**config.mk**
```make
export PLATFORM = sky130hd
export DESIGN_NAME = mem_port_arbiter
export DESIGN_NICKNAME = d
export VERILOG_FILES = /design/src/rtl/mem_port_arbiter.sv
export SDC_FILE = /design/constraint.sdc
export NUM_CORES = 1
export LEC_CHECK = 0
export CAP_MARGIN = 10
export CORE_MARGIN = 2
export CORE_UTILIZATION = 45
export DETAILED_ROUTE_END_ITERATION = 6
export PLACE_DENSITY = 0.81
export SETUP_SLACK_MARGIN = 0.15
export SLEW_MARGIN = 20
export SYNTH_ARGS = -nofsm -noshare
export SYNTH_HDL_FRONTEND = slang
export SYNTH_SLANG_ARGS = --single-unit
```
**constraint.sdc**
```tcl
create_clock -name clk -period 2.4 [get_ports clk]
set_input_delay 0.24 -clock clk [delete_from_list [all_inputs] [get_ports clk]]
set_output_delay 0.24 -clock clk [all_outputs]
set_load 0.01 [all_outputs]
```
**src/rtl/mem_port_arbiter.sv**
```systemverilog
// Shares one single-port memory between instruction fetch and data access.
// Data normally wins; a starvation counter bounds how long fetch can wait.
module mem_port_arbiter #(
   parameter int AW         = 32,
   parameter int DW         = 32,
   parameter int MAX_STARVE = 3,
   parameter int TIMEOUT    = 16
) (
   input  logic          clk,
   input  logic          rst,
   input  logic          if_req,
   input  logic [AW-1:0] if_addr,
   input  logic          if_flush,
   output logic [DW-1:0] if_rdata,
   output logic          if_valid,
   output logic          if_stall,
   input  logic          dm_req,
   input  logic          dm_we,
   input  logic [AW-1:0] dm_addr,
   input  logic [DW-1:0] dm_wdata,
   output logic [DW-1:0] dm_rdata,
   output logic          dm_valid,
   output logic          dm_stall,
   output logic          mem_req,
   output logic          mem_we,
   output logic [AW-1:0] mem_addr,
   output logic [DW-1:0] mem_wdata,
   input  logic [DW-1:0] mem_rdata,
   input  logic          mem_ready,
   output logic          timeout_err
);

   localparam int WCW = (TIMEOUT > 1) ? $clog2(TIMEOUT) : 1;
   localparam logic [WCW-1:0] WAIT_LAST  = WCW'((TIMEOUT > 0) ? TIMEOUT - 1 : 0);
   localparam logic [7:0]     STARVE_MAX = 8'(MAX_STARVE);

   typedef enum logic [1:0] {IDLE, DATA_BUSY, FETCH_BUSY} state_t;

   state_t         state_reg, state_next;
   logic [7:0]     starve_cnt_reg, starve_cnt_next;
   logic [WCW-1:0] wait_cnt_reg, wait_cnt_next;
   logic           discard_reg, discard_next;
   logic           mem_req_reg, mem_req_next;
   logic           mem_we_reg, mem_we_next;
   logic [AW-1:0]  mem_addr_reg, mem_addr_next;
   logic [DW-1:0]  mem_wdata_reg, mem_wdata_next;
   logic [DW-1:0]  if_rdata_reg, if_rdata_next;
   logic           if_valid_reg, if_valid_next;
   logic [DW-1:0]  dm_rdata_reg, dm_rdata_next;
   logic           dm_valid_reg, dm_valid_next;
   logic           timeout_err_reg, timeout_err_next;

   logic dm_el, if_el, timeout_hit, discard_eff;

   assign dm_el       = dm_req & ~dm_valid_reg;
   assign if_el       = if_req & ~if_valid_reg & ~if_flush;
   assign timeout_hit = (TIMEOUT > 0) ? (~mem_ready & (wait_cnt_reg == WAIT_LAST)) : 1'b0;
   // A flush in the completing cycle itself must still suppress the fetch result.
   assign discard_eff = discard_reg | if_flush;

   always_ff @(posedge clk or negedge rst) begin
      if (!rst) begin
         state_reg       <= IDLE;
         starve_cnt_reg  <= '0;
         wait_cnt_reg    <= '0;
         discard_reg     <= 1'b0;
         mem_req_reg     <= 1'b0;
         mem_we_reg      <= 1'b0;
         mem_addr_reg    <= '0;
         mem_wdata_reg   <= '0;
         if_rdata_reg    <= '0;
         if_valid_reg    <= 1'b0;
         dm_rdata_reg    <= '0;
         dm_valid_reg    <= 1'b0;
         timeout_err_reg <= 1'b0;
      end else begin
         state_reg       <= state_next;
         starve_cnt_reg  <= starve_cnt_next;
         wait_cnt_reg    <= wait_cnt_next;
         discard_reg     <= discard_next;
         mem_req_reg     <= mem_req_next;
         mem_we_reg      <= mem_we_next;
         mem_addr_reg    <= mem_addr_next;
         mem_wdata_reg   <= mem_wdata_next;
         if_rdata_reg    <= if_rdata_next;
         if_valid_reg    <= if_valid_next;
         dm_rdata_reg    <= dm_rdata_next;
         dm_valid_reg    <= dm_valid_next;
         timeout_err_reg <= timeout_err_next;
      end
   end

   always_comb begin
      state_next       = state_reg;
      starve_cnt_next  = starve_cnt_reg;
      wait_cnt_next    = wait_cnt_reg;
      discard_next     = discard_reg;
      mem_req_next     = mem_req_reg;
      mem_we_next      = mem_we_reg;
      mem_addr_next    = mem_addr_reg;
      mem_wdata_next   = mem_wdata_reg;
      if_rdata_next    = if_rdata_reg;
      if_valid_next    = 1'b0;
      dm_rdata_next    = dm_rdata_reg;
      dm_valid_next    = 1'b0;
      timeout_err_next = timeout_err_reg;

      case (state_reg)
         IDLE: begin
            wait_cnt_next = '0;
            discard_next  = 1'b0;
            // The data branch is only taken with if_el set while below the limit,
            // so the increment cannot pass STARVE_MAX.
            if (dm_el && (!if_el || (starve_cnt_reg < STARVE_MAX))) begin
               state_next     = DATA_BUSY;
               mem_req_next   = 1'b1;
               mem_we_next    = dm_we;
               mem_addr_next  = dm_addr;
               mem_wdata_next = dm_wdata;
               if (if_el)
                  starve_cnt_next = starve_cnt_reg + 8'd1;
            end else if (if_el) begin
               state_next      = FETCH_BUSY;
               mem_req_next    = 1'b1;
               mem_we_next     = 1'b0;
               mem_addr_next   = if_addr;
               mem_wdata_next  = '0;
               starve_cnt_next = '0;
            end
         end

         DATA_BUSY: begin
            if (mem_ready) begin
               state_next    = IDLE;
               mem_req_next  = 1'b0;
               wait_cnt_next = '0;
               dm_valid_next = 1'b1;
               if (!mem_we_reg)
                  dm_rdata_next = mem_rdata;
            end else if (timeout_hit) begin
               state_next       = IDLE;
               mem_req_next     = 1'b0;
               wait_cnt_next    = '0;
               dm_valid_next    = 1'b1;
               dm_rdata_next    = '0;
               timeout_err_next = 1'b1;
            end else begin
               wait_cnt_next = wait_cnt_reg + WCW'(1);
            end
         end

         FETCH_BUSY: begin
            discard_next = discard_eff;
            if (mem_ready) begin
               state_next    = IDLE;
               mem_req_next  = 1'b0;
               wait_cnt_next = '0;
               discard_next  = 1'b0;
               if (!discard_eff) begin
                  if_valid_next = 1'b1;
                  if_rdata_next = mem_rdata;
               end
            end else if (timeout_hit) begin
               state_next       = IDLE;
               mem_req_next     = 1'b0;
               wait_cnt_next    = '0;
               discard_next     = 1'b0;
               timeout_err_next = 1'b1;
               if (!discard_eff) begin
                  if_valid_next = 1'b1;
                  if_rdata_next = '0;
               end
            end else begin
               wait_cnt_next = wait_cnt_reg + WCW'(1);
            end
         end

         default: begin
            state_next   = IDLE;
            mem_req_next = 1'b0;
         end
      endcase
   end

   assign if_rdata    = if_rdata_reg;
   assign if_valid    = if_valid_reg;
   assign if_stall    = if_req & ~if_valid_reg;
   assign dm_rdata    = dm_rdata_reg;
   assign dm_valid    = dm_valid_reg;
   assign dm_stall    = dm_req & ~dm_valid_reg;
   assign mem_req     = mem_req_reg;
   assign mem_we      = mem_we_reg;
   assign mem_addr    = mem_addr_reg;
   assign mem_wdata   = mem_wdata_reg;
   assign timeout_err = timeout_err_reg;

endmodule

```
## Yosys cells after proc, flatten, opt, wreduce, memory -nomap -nowiden

Cells that the tools add are included.

| operators by class | value |
|---|---|
| add/sub/neg operators | 2 |
| order comparisons | 1 |
| equality and inequality tests | 6 |
| multiplexer cells | 39 |
| bitwise logic cells | 10 |
| reductions and logical operators | 15 |

Operator list:

| cell | number |
|---|---|
| $mux W32 | 11 |
| $mux W8 | 3 |
| $mux W1 | 15 |
| $reduce_and A3 Y1 | 3 |
| $add A8 B1 Y8 const B | 1 |
| $lt A8 B2 Y1 const B | 1 |
| $mux W2 | 4 |
| $mux W4 | 2 |
| $pmux W4 S2 | 1 |
| $reduce_bool A2 Y1 | 4 |
| $reduce_and A2 Y1 | 3 |
| $not A1 Y1 | 5 |
| $add A4 B1 Y4 const B | 1 |
| $and A1 B1 Y1 | 4 |
| $eq A4 B4 Y1 const B | 1 |
| $pmux W1 S2 | 2 |
| $pmux W2 S2 | 1 |
| $ne A3 B1 Y1 const B | 1 |
| $ne A3 B3 Y1 const B | 1 |
| $eq A2 B1 Y1 const B | 1 |
| $eq A2 B2 Y1 const B | 1 |
| $logic_not A2 Y1 | 1 |
| $ne A2 B2 Y1 const B | 1 |
| $reduce_or A2 Y1 | 1 |
| other kinds (4) | 4 |

| word-level totals | value |
|---|---|
| register bits after elaboration | 148 |
| input bits | 135 |
| output and inout port bits | 135 |

## Depth between registers and ports, before layout

| logic depth | value |
|---|---|
| depth in word-level cells | 8 |
| gate-level depth with buffers | 8 |
| depth with buffers taken out | 6 |

## Worst setup path before layout

OpenSTA, ideal clock, no wires.

| path | value |
|---|---|
| kind | register to register |
| start | register state_reg[0] |
| end | register mem_addr_reg[19], in the netlist mem_addr[19] |
| setup time | 0.087 ns |
| data arrival time | 1.674 ns |
| required time | 2.313 ns |
| setup slack | 0.639 ns |
| cell stages (with the launch flop) | 9 |
| clock period less this slack | 1.761 ns |
| cell sequence | dfrtp_1 > inv_1 > ha_1 > nand4bb_1 > clkbuf_1 > clkbuf_1 > nor2_1 > mux2_4 > a211oi_2 |

| on the way | value |
|---|---|
| cells in the longest elaborated chain, start to end | 2 |

Ends and longest elaborated chain:

| item | RTL line | source |
|---|---|---|
| start: declaration | 39 | `state_t state_reg, state_next;` |
| start signal: assignment | 77 | `state_reg <= state_next;` |
| $logic_not A2 Y1 | 108 | `case (state_reg)` |
| $reduce_and A2 Y1 (no line) | -- |  |
| end signal: assignment | 83 | `mem_addr_reg <= mem_addr_next;` |
| end: declaration | 45 | `logic [AW-1:0] mem_addr_reg, mem_addr_next;` |

Every way passes these cells.
A chain may end at the register's enable or synchronous reset.

## Worst setup path in the final report

| path | value |
|---|---|
| start | register dm_valid_reg, in the netlist dm_valid |
| end | output dm_stall |

| on the way | value |
|---|---|
| cells in the longest elaborated chain, start to end | 2 |

Ends and longest elaborated chain:

| item | RTL line | source |
|---|---|---|
| start: declaration | 50 | `logic dm_valid_reg, dm_valid_next;` |
| start signal: assignment | 88 | `dm_valid_reg <= dm_valid_next;` |
| $not A1 Y1 | 190 | `assign dm_stall = dm_req & ~dm_valid_reg;` |
| $and A1 B1 Y1 | 190 |  |
| end: declaration | 23 | `output logic dm_stall,` |

Every way passes these cells.

==> results.cfg <==
[run_status]
status = complete, no violations

[floorplanning]
dieArea_mm2 = 0.0170
rows = 46
core_area_mm2 = 0.0158
dieHeight_um = 130
start_util = 0.456
die_x_um = 130
ioPinCount = 270

[sta]
worstMarginPinSlew_ns = 0.650
fin_ws_ns = 0.321
tns_ns = 0
finalCriticalPeriod_ns = 2.08
slew_violations = 0
timing.final.crit_share = 0.866
rsz0062_at_grt = no
finalHoldViolations = 0
skew_ns = 0.0120
timing.slew.headroom = 0.566
max_freq_mhz = 481
setup_viol = 0

[yosys]
synth_seq_cells = 148
syn_area_mm2 = 0.00719
synth_common_cells = dfrtp_1, nor2_1, a22o_1
synth_nets = 815
synth-seq-area-share = 0.515
synth_area_leader_cell = dfrtp_1
yosys.area.top_type_share = 0.515
yosysMostFrequentCell = dfrtp_1
synth.area.top_cells = dfrtp_1, a22o_1, mux2_4
synth_edf_count = 0
synth_cell_types = 45
syn-instance-count = 674
ys_warn_count = 0
synth_flop_cell = dfrtp_1
synthArstFlopShare = 1.00
syn_area_per_cell_um2 = 10.7

[global_route]
grt_pass1_wl_mm = 32.7
grt_max_degree = 67
grt_pass1_vias = 6341
antenna_found_initial = 0
gr-total-overflow = 0
track_usage = 0.248

[placement]
finalWeightedCongestion = 0.834
dp_slack_ns = 0.342
dp_hpwl_mm = 14.3
portBuffers = 269

[critical_path]
crit_type = flop to output port
crit_required_ns = 2.16
crit_family = buffers and inverters
slowest_delay_ns = 0.60
path_buf_inv = 2
worstPathCellList = nand2b_1 > inv_1 > clkdlybuf4s50_1
crit_slowest_cell = clkdlybuf4s50_1
worstPathArrival_ns = 1.84
cp-start-kind = flop
path_max_fanout = 7
cp-end-kind = output port

[layout]
fin_nets = 1068
area_growth_pct = 48.9
drive_gt1_frac = 0.127
diodes = 0
final_util = 0.678

[clocking]
cts_tree = built
clock-sinks = 148
htreeDepth = 4
numCtsBuffers = 17
cts_root_buf = clkbuf_16
post_cts_buffers = 0
cts.path.max_buffers = 2
ctsResizeCount = 0
hold_buffers = 1
clk_latency_ns = 0.42
clk_transition_reported_paths_ns = 0.05

[drt]
post-route-drc-count = 0
wirelength_mm = 21.1
routedWlPerCell_um = 18.3
firstDrtPassIters = 5
ant_nets = 0
vias_per_cell = 5.43
vias = 6273
drt-initial-drc-count = 429

[power_and_ir_drop]
peakVddDrop_v = 0.000651
p_per_area_mw_per_mm2 = 1260
p_leak_nw = 4.58

[run]
maxCapViolCount = 0

[hold_path]
hp-class = input port to flop
[cell families after synthesis]
family | after synthesis | synth area share
AOI/OAI and AO/OA | 214 | 0.240
and+or+nand+nor | 177 | 0.110
DFF | 148 | 0.515
buffers and inverters | 94 | 0.0555
muxes | 33 | 0.0656
adders and majority gates | 6 | 0.0104
xor gates and xnor gates | 2 | 0.00244
[metal layers]
metal	track usage	vias to the layer above	routed length, µm
met3	0.0849	21	1920
met1	0.311	3075	8810
met5	0	-	0
li1	-	2937	-
met4	0.0751	0	289
met2	0.409	240	10100
[area by class of cell]
cell class | instances | area (µm²)
fillers | 1223 | 5070
flip-flops and latches | 148 | 3700
multi-input cells | 432 | 3090
repair buffers | 291 | 2940
clock buffers | 23 | 468
well taps | 216 | 270
inverters | 37 | 139
clock inverters | 8 | 78.8
[layout by cell type, fill, tap and decap left out, types with 2 or more instances in the layout]
master / count
a211oi_1: 5
a211oi_2: 27
a21oi_1: 5
a22o_1: 98
a31oi_1: 2
and3_2: 2
buf_12: 7
buf_4: 14
clkbuf_1: 4
clkbuf_16: 17
clkbuf_8: 2
clkdlybuf4s50_1: 267
clkinv_2: 2
clkinvlp_4: 4
dfrtp_1: 148
ha_1: 5
inv_1: 37
mux2_2: 5
mux2_4: 27
nand2_1: 14
nand2b_1: 3
nand3_1: 36
nor2_1: 107
nor2b_1: 2
nor4_1: 2
o21ai_0: 34
o21bai_1: 2
o22ai_1: 33
xnor2_1: 2
[where the power goes]
group	leakage [nW]	switching [mW]	internal [mW]
Sequential	1.81	0.742	3.65
Clock	0.255	1.02	1.47
Combinational	2.52	2.97	3.61
[tightest hold or removal path, cell delays in order]
cell     delay (ns)
buf_2          0.10
a31o_2         0.12
nand2_1        0.07
inv_1          0.05
[through the flow]
step	hold WS [ns]	total power [mW]	instances	area, µm²
6_report	0.209	13.5	1155	10700
5_1_grt	0.217	14.3	1155	10700
4_1_cts	0.188	13.6	1155	10700
3_5_place_dp	0.292	11.0	1123	10100
3_3_place_gp	0.283	10.9	1123	10100
2_1_floorplan	-0.0556	7.62	674	7190
[final timing paths]
path	startpoint	endpoint	slack [ns]	depth (start not counted)
worst max-delay path	dm_valid	dm_stall	0.32	3
worst min-delay path	mem_ready	dm_valid	0.21	4
worst max register to register	starve_cnt_reg[0]	mem_wdata[16]	0.35	6
worst min register to register	timeout_err	timeout_err	0.48	1
max in group asynchronous	rst	wait_cnt_reg[1]	1.29	3
min in group asynchronous	rst	mem_addr[27]	0.39	2
Power figures use the tool's default switching activity.
